$ cat src/rtl/lsu_ctrl.sv
// lsu_ctrl: executes the memory half of a decoded micro command. One command
// at a time is accepted, turned into a single word-aligned data-memory
// request, and completed with a one-cycle done pulse carrying extended load
// data or an error flag.
module lsu_ctrl #(
    parameter int TIMEOUT_CYCLES = 255
) (
    input  logic        i_clk,
    input  logic        i_rst,
    input  logic        i_cmd_valid,
    output logic        o_cmd_ready,
    input  logic [1:0]  i_mren,
    input  logic [1:0]  i_mwen,
    input  logic        i_load_unsigned,
    input  logic [31:0] i_addr,
    input  logic [31:0] i_wdata,
    output logic        o_mem_req_valid,
    input  logic        i_mem_req_ready,
    output logic [31:0] o_mem_req_addr,
    output logic        o_mem_req_wen,
    output logic [31:0] o_mem_req_wdata,
    output logic [3:0]  o_mem_req_wmask,
    input  logic        i_mem_resp_valid,
    input  logic [31:0] i_mem_resp_rdata,
    output logic        o_done,
    output logic [31:0] o_rdata,
    output logic        o_err
);

    typedef enum logic [1:0] {
        S_IDLE,
        S_REQ,
        S_WAIT,
        S_DONE
    } state_t;

    // Last WAIT-cycle count value; reaching it without a response aborts.
    localparam logic [7:0] TO_LAST = 8'(TIMEOUT_CYCLES - 1);

    state_t      r_state;
    state_t      w_next;

    logic [1:0]  r_mren;
    logic [1:0]  r_mwen;
    logic        r_unsigned;
    logic [31:0] r_addr;
    logic [31:0] r_wdata;
    logic [7:0]  r_cnt;
    logic        r_done;
    logic        r_err;
    logic [31:0] r_rdata;

    logic [1:0]  w_size;
    logic        w_both;
    logic        w_misalign;
    logic        w_cmd_err;
    logic        w_cmd_short;
    logic        w_timeout;
    logic [1:0]  w_off;
    logic [31:0] w_shift;
    logic [31:0] w_load;
    logic [3:0]  w_wmask;
    logic [31:0] w_wdata;

    // Classify the presented command so illegal, misaligned and no-op
    // commands can complete without touching memory.
    always_comb begin
        w_size      = i_mren | i_mwen;
        w_both      = (i_mren != 2'b00) && (i_mwen != 2'b00);
        w_misalign  = ((w_size == 2'b10) && i_addr[0]) ||
                      ((w_size == 2'b11) && (i_addr[1:0] != 2'b00));
        w_cmd_err   = w_both || w_misalign;
        w_cmd_short = w_cmd_err || (w_size == 2'b00);
    end

    // Store lane replication and byte enables, built from the latched command
    // so the request stays stable under backpressure.
    always_comb begin
        w_off     = r_addr[1:0];
        w_timeout = (r_cnt >= TO_LAST);
        w_wmask   = 4'b0000;
        w_wdata   = r_wdata;
        case (r_mwen)
            2'b01: begin
                w_wmask = 4'b0001 << w_off;
                w_wdata = {4{r_wdata[7:0]}};
            end
            2'b10: begin
                w_wmask = 4'b0011 << w_off;
                w_wdata = {2{r_wdata[15:0]}};
            end
            2'b11: begin
                w_wmask = 4'b1111;
                w_wdata = r_wdata;
            end
            default: begin
                w_wmask = 4'b0000;
                w_wdata = r_wdata;
            end
        endcase
    end

    // Load lane extraction and sign/zero extension of the response word.
    always_comb begin
        w_shift = i_mem_resp_rdata >> {w_off, 3'b000};
        w_load  = 32'd0;
        case (r_mren)
            2'b01:   w_load = r_unsigned ? {24'd0, w_shift[7:0]}
                                         : {{24{w_shift[7]}}, w_shift[7:0]};
            2'b10:   w_load = r_unsigned ? {16'd0, w_shift[15:0]}
                                         : {{16{w_shift[15]}}, w_shift[15:0]};
            2'b11:   w_load = i_mem_resp_rdata;
            default: w_load = 32'd0;
        endcase
    end

    // State register; reset aborts any in-flight request.
    always_ff @(posedge i_clk or posedge i_rst) begin
        if (i_rst) begin
            r_state <= S_IDLE;
        end else begin
            r_state <= w_next;
        end
    end

    // Next-state decision.
    always_comb begin
        w_next = r_state;
        case (r_state)
            S_IDLE: begin
                if (i_cmd_valid) begin
                    w_next = w_cmd_short ? S_DONE : S_REQ;
                end
            end
            S_REQ: begin
                if (i_mem_req_ready) begin
                    w_next = S_WAIT;
                end
            end
            S_WAIT: begin
                if (i_mem_resp_valid || w_timeout) begin
                    w_next = S_DONE;
                end
            end
            S_DONE:  w_next = S_IDLE;
            default: w_next = S_IDLE;
        endcase
    end

    // State-decoded handshake outputs.
    always_comb begin
        o_cmd_ready     = (r_state == S_IDLE);
        o_mem_req_valid = (r_state == S_REQ);
    end

    // Command latch, timeout counter and registered completion outputs.
    always_ff @(posedge i_clk or posedge i_rst) begin
        if (i_rst) begin
            r_mren     <= 2'b00;
            r_mwen     <= 2'b00;
            r_unsigned <= 1'b0;
            r_addr     <= 32'd0;
            r_wdata    <= 32'd0;
            r_cnt      <= 8'd0;
            r_done     <= 1'b0;
            r_err      <= 1'b0;
            r_rdata    <= 32'd0;
        end else begin
            r_done <= 1'b0;
            case (r_state)
                S_IDLE: begin
                    if (i_cmd_valid) begin
                        r_mren     <= i_mren;
                        r_mwen     <= i_mwen;
                        r_unsigned <= i_load_unsigned;
                        r_addr     <= i_addr;
                        r_wdata    <= i_wdata;
                        if (w_cmd_short) begin
                            r_done  <= 1'b1;
                            r_err   <= w_cmd_err;
                            r_rdata <= 32'd0;
                        end
                    end
                end
                S_REQ: begin
                    if (i_mem_req_ready) begin
                        r_cnt <= 8'd0;
                    end
                end
                S_WAIT: begin
                    if (r_cnt != 8'hFF) begin
                        r_cnt <= r_cnt + 8'd1;
                    end
                    if (i_mem_resp_valid) begin
                        r_done  <= 1'b1;
                        r_err   <= 1'b0;
                        r_rdata <= w_load;
                    end else if (w_timeout) begin
                        r_done  <= 1'b1;
                        r_err   <= 1'b1;
                        r_rdata <= 32'd0;
                    end
                end
                default: begin
                end
            endcase
        end
    end

    assign o_mem_req_addr  = {r_addr[31:2], 2'b00};
    assign o_mem_req_wen   = (r_mwen != 2'b00);
    assign o_mem_req_wdata = w_wdata;
    assign o_mem_req_wmask = w_wmask;
    assign o_done          = r_done;
    assign o_err           = r_err;
    assign o_rdata         = r_rdata;

endmodule

$ cat config.mk
export PLATFORM = sky130hd
export DESIGN_NAME = lsu_ctrl
export DESIGN_NICKNAME = d
export VERILOG_FILES = /design/src/rtl/lsu_ctrl.sv
export SDC_FILE = /design/constraint.sdc
export NUM_CORES = 1
export LEC_CHECK = 0
export ABC_AREA = 1
export CORE_ASPECT_RATIO = 1.25
export CORE_MARGIN = 2
export CORE_UTILIZATION = 47
export CTS_BUF_LIST = sky130_fd_sc_hd__clkbuf_2
export DETAILED_ROUTE_END_ITERATION = 6
export PLACE_DENSITY = 0.81
export REMOVE_ABC_BUFFERS = 1
export SLEW_MARGIN = 10
export SYNTH_ARGS = -nofsm -noshare
export SYNTH_HDL_FRONTEND = slang
export SYNTH_SLANG_ARGS = --single-unit
$ cat constraint.sdc
create_clock -name i_clk -period 4.7 [get_ports i_clk]
set_input_delay 0.47 -clock i_clk [delete_from_list [all_inputs] [get_ports i_clk]]
set_output_delay 0.47 -clock i_clk [all_outputs]
set_load 0.01 [all_outputs]
==> results.toml, run 1 <==
[sta]
hold_viol = 0
relSlewSlack_pct = 19.70
finalSetupViolCount = 0
skew_ns = 0.01696
worst_slack_ns = 1.238
finalCritPeriodShare_pct = 73.65
max_freq_mhz = 288.9
post-route-min-period_ns = 3.462
slew_viol_final = 0
tightest_slew_ns = 1.200
tns_ns = 0
rsz0062_at_grt = "no"

[pwr]
p_sw_share_pct = 41.99
power.share.combinational_pct = 57.9
seqPwrFrac_pct = 28.9
clock_power_share_pct = 13.2
p_int_mw = 3.261
leakagePower_nw = 3.878
p_switching_mw = 2.360
powerDensity_nw_per_um2 = 674.8
irDropWorstVdd_v = 0.0004574

[clock_network]
clock_tree.root_cell = "clkbuf_2"
cts-resized-gates = 0
htree_levels = 4
cts_max_path_buffers = 2
post_cts_buffers = 0
path_clk_slew_ns = 0.17
ctsHoldBuffers = 0
tritoncts = "built"
cts_buffers = 17
clkLatencyLatePin_ns = 0.62
clkSinkCount = 113

[layout]
final_nets = 1044
drive_above_1_share_pct = 9.458
antenna_cells = 0
multi_input_area_um2 = 2610
area_delta_synth_final_pct = 33.99
fin_util_pct = 63.81
final_cells = 1112
fillers = 1169
seq_area_um2 = 2828

[route]
drt_iter0_markers = 226
viasPerCell = 5.081
route.vias.total = 5650
drt_pre_antenna_iters = 5
final_antenna_net_count = 0
drt_wl_total_mm = 16.31
wl_per_cell_um = 14.66
route.detailed.drc = 0

[synth]
synth.area.top_cells = "dfrtp_1 (45%), nand2_1 (12%), mux2_2 (5.6%)"
netlist_area_um2 = 6217
netlist.area_leader.share_pct = 45.48
synth_top_area_cell = "dfrtp_1"
ys.flop_type = "dfrtp_1"
syn-instance-count = 774
avgSynthCellArea_um2 = 8.033
synth_cell_types = 29
ys_seq_elements = 113
synth_enable_flop_cells = 0
seq_area_frac_synth_pct = 45.48
synthArstFlopShare_pct = 100.0
yosys_warnings = 0

[grt]
grt_usage_pct = 23.42
grt_pass1_wl_mm = 26.36
antenna_found_initial = 0
grt_pass1_vias = 5547
overflow = 0
grt_start_max_net_pins = 84

[placed_design]
portBuffers = 208
post-place-ws_ns = 1.953
gp_congestion = 0.8533
hpwl_mm = 11.96
placed_cells = 1080

[worst_setup_path]
critical_path.max_stage_delay_ns = 0.64
rrSetupSlack_ns = 2.22
startpoint_type = "flop"
crit_arrival_ns = 2.99
slowest_stage = "dfrtp_1"
critPathKind = "flop to output pin"
crit_path_cell_trace = "inv_1, nand2_1, nor2_1, o21ai_0, a21oi_1, clkdlybuf4s50_1"
endpoint = "o_mem_req_wmask[2]"
crit_fanout = 20
required_ns = 4.23
end_kind = "output pin"
reg2reg_from = "r_state[0]$_DFFE_PP0P_"
rr_worst_depth = 10
crit_start = "r_addr[1]$_DFFE_PP0P_"
reg2reg_to = "o_rdata[14]$_DFFE_PP0P_"

[floorplan]
fp.dieArea_um2 = 14170
num_rows = 47
ioPinCount = 211
die_height_um = 132.6
core_area_um2 = 13060
die_x_um = 106.9
initial_utilization_pct = 47.62

[run]
maxCapViolCount = 0

[min_path]
hold_path.class = "input pin to asynchronous set/reset pin"

[outcome]
status = "completed"
==> how the worst min path moves through the flow <==
stage | endpoint | slack, ns | depth (start not counted)
after global placement | o_rdata[12]$_DFFE_PP0P_ | 0.47 | 2
after CTS | r_addr[19]$_DFFE_PP0P_ | 0.18 | 2
final | r_addr[19]$_DFFE_PP0P_ | 0.22 | 2
after floorplan | r_wdata[31]$_DFFE_PP0P_ | 0.48 | 2
after global routing | r_addr[26]$_DFFE_PP0P_ | 0.19 | 2
after detailed placement | o_rdata[12]$_DFFE_PP0P_ | 0.47 | 2
==> per-stage QoR <==
stage               hold WS (ns)  power, mW  instance area, µm²
floorplan                 0.4777      3.289                5713
global placement          0.4659      4.831                8051
detailed placement        0.4710      4.899                8051
CTS                       0.1750      5.658                8330
global route              0.1931      6.064                8330
finish                    0.2157      5.621                8330
==> critical path, delay by kind of cell (launching register included) <==
family          cells  cell delay, ns
compound gates      2            0.32
buf+inv             2            1.00
flops               1            0.64
simple gates        2            0.42
==> layout make-up <==
type / instances / share of cell area (%)
sequential: 113 / 33.94
clock buffer: 18 / 1.081
timing repair buffer: 212 / 25.35
multi-input combinational: 508 / 31.33
tap: 171 / 2.568
inverter: 76 / 3.454
clock inverter: 14 / 2.268
==> cell usage after synthesis (2+ instances only) <==
| library cell | number |
|---|---|
| nand2_1 | 195 |
| dfrtp_1 | 113 |
| inv_1 | 71 |
| nor2_1 | 55 |
| a21oi_1 | 51 |
| nand3_1 | 47 |
| o21ai_0 | 43 |
| buf_4 | 42 |
| mux2_2 | 31 |
| o21ai_1 | 27 |
| o22ai_1 | 18 |
| buf_2 | 16 |
| clkbuf_1 | 14 |
| ha_1 | 10 |
| o21ai_2 | 8 |
| buf_6 | 5 |
| nand4_1 | 4 |
| a31o_2 | 3 |
| inv_2 | 3 |
| nor2_2 | 3 |
| o31ai_1 | 3 |
| xnor2_1 | 3 |
| clkinv_1 | 2 |
| nand2_2 | 2 |
==> layer usage <==
| layer | track usage [%] | routed length [µm] |
|---|---|---|
| met5 | 0 | 0 |
| met4 | 9.307 | 378 |
| met3 | 7.980 | 1423 |
| met2 | 39.03 | 8112 |
| met1 | 27.69 | 6391 |
==> power by group through the flow <==
stage          Sequential, mW  Clock, mW  Combinational [mW]
2_1_floorplan            1.72          0                1.57
3_3_place_gp             1.62          0                3.21
3_5_place_dp             1.64          0                3.25
4_1_cts                  1.62      0.764                3.27
5_1_grt                  1.68      0.808                3.58
6_report                 1.62      0.744                3.26
==> registers in the layout (all words and copies together) (netlist names) <==
| register | cells |
|---|---|
| r_cnt | 8 |
| r_mwen | 2 |
| r_mren | 2 |
| o_err | 1 |
| o_done | 1 |
| r_unsigned | 1 |
| r_state | 2 |
| o_rdata | 32 |
| r_wdata | 32 |
| r_addr | 32 |
==> layout by cell type, fill, tap and decap left out, types with 8 or more instances in the layout <==
cell and count:
clkdlybuf4s50_1 208, nand2_1 193, dfrtp_1 113, inv_1 70, nor2_1 55, a21oi_1 51, nand3_1 47, o21ai_0 43
mux2_2 31, o21ai_1 27, o22ai_1 18, clkbuf_2 18, ha_1 10, o21ai_2 8
==> kinds of logic (layout without fill, tap and decap cells) <==
logic type | after synthesis | count (layout) | synth area share (%)
compound gates | 155 | 155 | 13.71
xor+xnor | 3 | 3 | 0.4227
fa+ha+maj | 10 | 10 | 2.012
buf+inv | 154 | 320 | 12.76
flops | 113 | 113 | 45.48
mux | 31 | 31 | 5.615
other cells | 1 | 2 | 0.06032
simple gates | 307 | 307 | 19.94
Power figures use the tool's default switching activity.
==> run 2, diff against run 1 <==
Clock period 4.7 ns to 3.3 ns, I/O delays scaled along.
==> results.toml, run 2 (same netlist as run 1, synthesis figures left out) <==
[grt]
grt_pass1_wl_mm = 26.54
grt_start_max_net_pins = 87
overflow = 0
grt_usage_pct = 23.82
antenna_found_initial = 0
grt_pass1_vias = 5587

[run]
maxCapViolCount = 0

[sta]
worst_slack_ns = 0.1962
finalCritPeriodShare_pct = 94.06
max_freq_mhz = 322.2
post-route-min-period_ns = 3.104
finalSetupViolCount = 0
tightest_slew_ns = 0.9527
relSlewSlack_pct = 36.49
rsz0062_at_grt = "yes"
hold_viol = 0
skew_ns = 0.03689
whs_ns = 0.1764
slew_viol_final = 0

[route]
viasPerCell = 5.083
route.vias.total = 5673
wl_per_cell_um = 14.83
route.detailed.drc = 0
drt_pre_antenna_iters = 6
drt_wl_total_mm = 16.55
drt_iter0_markers = 258
final_antenna_net_count = 0

[worst_setup_path]
slowest_stage = "ha_2"
reg2reg_to = "o_rdata[29]$_DFFE_PP0P_"
startpoint_type = "flop"
reg2reg_from = "r_addr[0]$_DFFE_PP0P_"
rr_worst_depth = 8
crit_fanout = 20
required_ns = 2.97
end_kind = "output pin"
critPathKind = "flop to output pin"
crit_path_cell_trace = "inv_1, ha_2, buf_4, nand3_1, a21oi_1, clkdlybuf4s50_1"
rrSetupSlack_ns = 1.17
crit_arrival_ns = 2.77
critical_path.max_stage_delay_ns = 0.56

[layout]
final_cell_mix = "clkdlybuf4s50_1 (208), nand2_1 (193), dfrtp_1 (113)"
multi_input_area_um2 = 2616
fillers = 1161
seq_area_um2 = 2828
fin_util_pct = 63.65
drive_above_1_share_pct = 9.947
final_common_cell = "clkdlybuf4s50_1"
area_delta_synth_final_pct = 33.65
antenna_cells = 0
final_nets = 1048

[outcome]
status = "completed"

[clock_network]
cts_max_path_buffers = 2
htree_levels = 4
path_clk_slew_ns = 0.19
clock_tree.root_cell = "clkbuf_2"
cts_buffers = 17
ctsHoldBuffers = 0
cts-resized-gates = 1
clkSinkCount = 113
tritoncts = "built"
clkLatencyLatePin_ns = 0.63
post_cts_buffers = 0

[placed_design]
portBuffers = 208
hpwl_mm = 12.24
post-place-ws_ns = 0.6148
gp_congestion = 0.8754

[floorplan]
ioPinCount = 211
fp.dieArea_um2 = 14170
die_height_um = 132.6
num_rows = 47
die_x_um = 106.9
initial_utilization_pct = 47.62
core_area_um2 = 13060

[min_path]
hold_path.class = "input pin to asynchronous set/reset pin"

[pwr]
leakagePower_nw = 3.853
irDropWorstVdd_v = 0.0005661
powerDensity_nw_per_um2 = 938.4
total_power_mw = 7.797
==> run 2: per-layer routing <==
| metal | global-route usage [%] | wire length (µm) |
|---|---|---|
| met1 | 27.09 | 6474 |
| met2 | 41.26 | 8310 |
| met3 | 7.586 | 1370 |
| met4 | 9.452 | 392 |
| met5 | 0 | 0 |
==> run 2: stage by stage <==
stage          std cells  setup TNS, ns  cell area (µm²)
4_1_cts             1116              0             8302
2_1_floorplan        697         -1.961             5713
5_1_grt             1116       -0.02091             8309
3_5_place_dp        1084              0             8094
3_3_place_gp        1084              0             8094
6_report            1116              0             8309
==> run 2: power by group <==
part | switching, mW | internal (mW)
registers | 0.318 | 1.94
logic | 2.47 | 2.25
clock network | 0.550 | 0.261
total | 3.34 | 4.46
==> run 2: worst max-delay path: cells and delay by family, from the launching register on <==
family / cells / cell delay [ns]
AOI/OAI and AO/OA: 1 / 0.14
adders and majority gates: 1 / 0.56
buffers and inverters: 3 / 0.94
DFF: 1 / 0.41
and+or+nand+nor: 1 / 0.11
==> run 2: how the worst max path moves through the flow <==
stage | startpoint | endpoint | depth (start not counted)
floorplan | i_rst | o_done$_DFF_PP0_ | 1
global placement | r_mwen[0]$_DFFE_PP0P_ | o_mem_req_wdata[17] | 5
detailed placement | r_mwen[1]$_DFFE_PP0P_ | o_mem_req_wdata[22] | 5
CTS | r_mwen[1]$_DFFE_PP0P_ | o_mem_req_wdata[22] | 5
global route | r_mwen[0]$_DFFE_PP0P_ | o_mem_req_wdata[26] | 7
finish | r_mwen[1]$_DFFE_PP0P_ | o_mem_req_wmask[1] | 6
==> run 2: final cells by class <==
class | count | area share, %
Sequential cell | 113 | 34.03
Clock buffer | 17 | 1.024
Clock inverter | 15 | 1.446
Inverter | 76 | 3.509
Timing Repair Buffer | 216 | 25.93
Tap cell | 171 | 2.575
Multi-Input combinational cell | 508 | 31.49
==> run 3, diff against run 2 <==
Settings changed: CAP_MARGIN set to 10, GPL_ROUTABILITY_DRIVEN set to 0.
==> results of run 3 <==
Same layout as run 2: the final DEF is identical, and so are final timing and power.
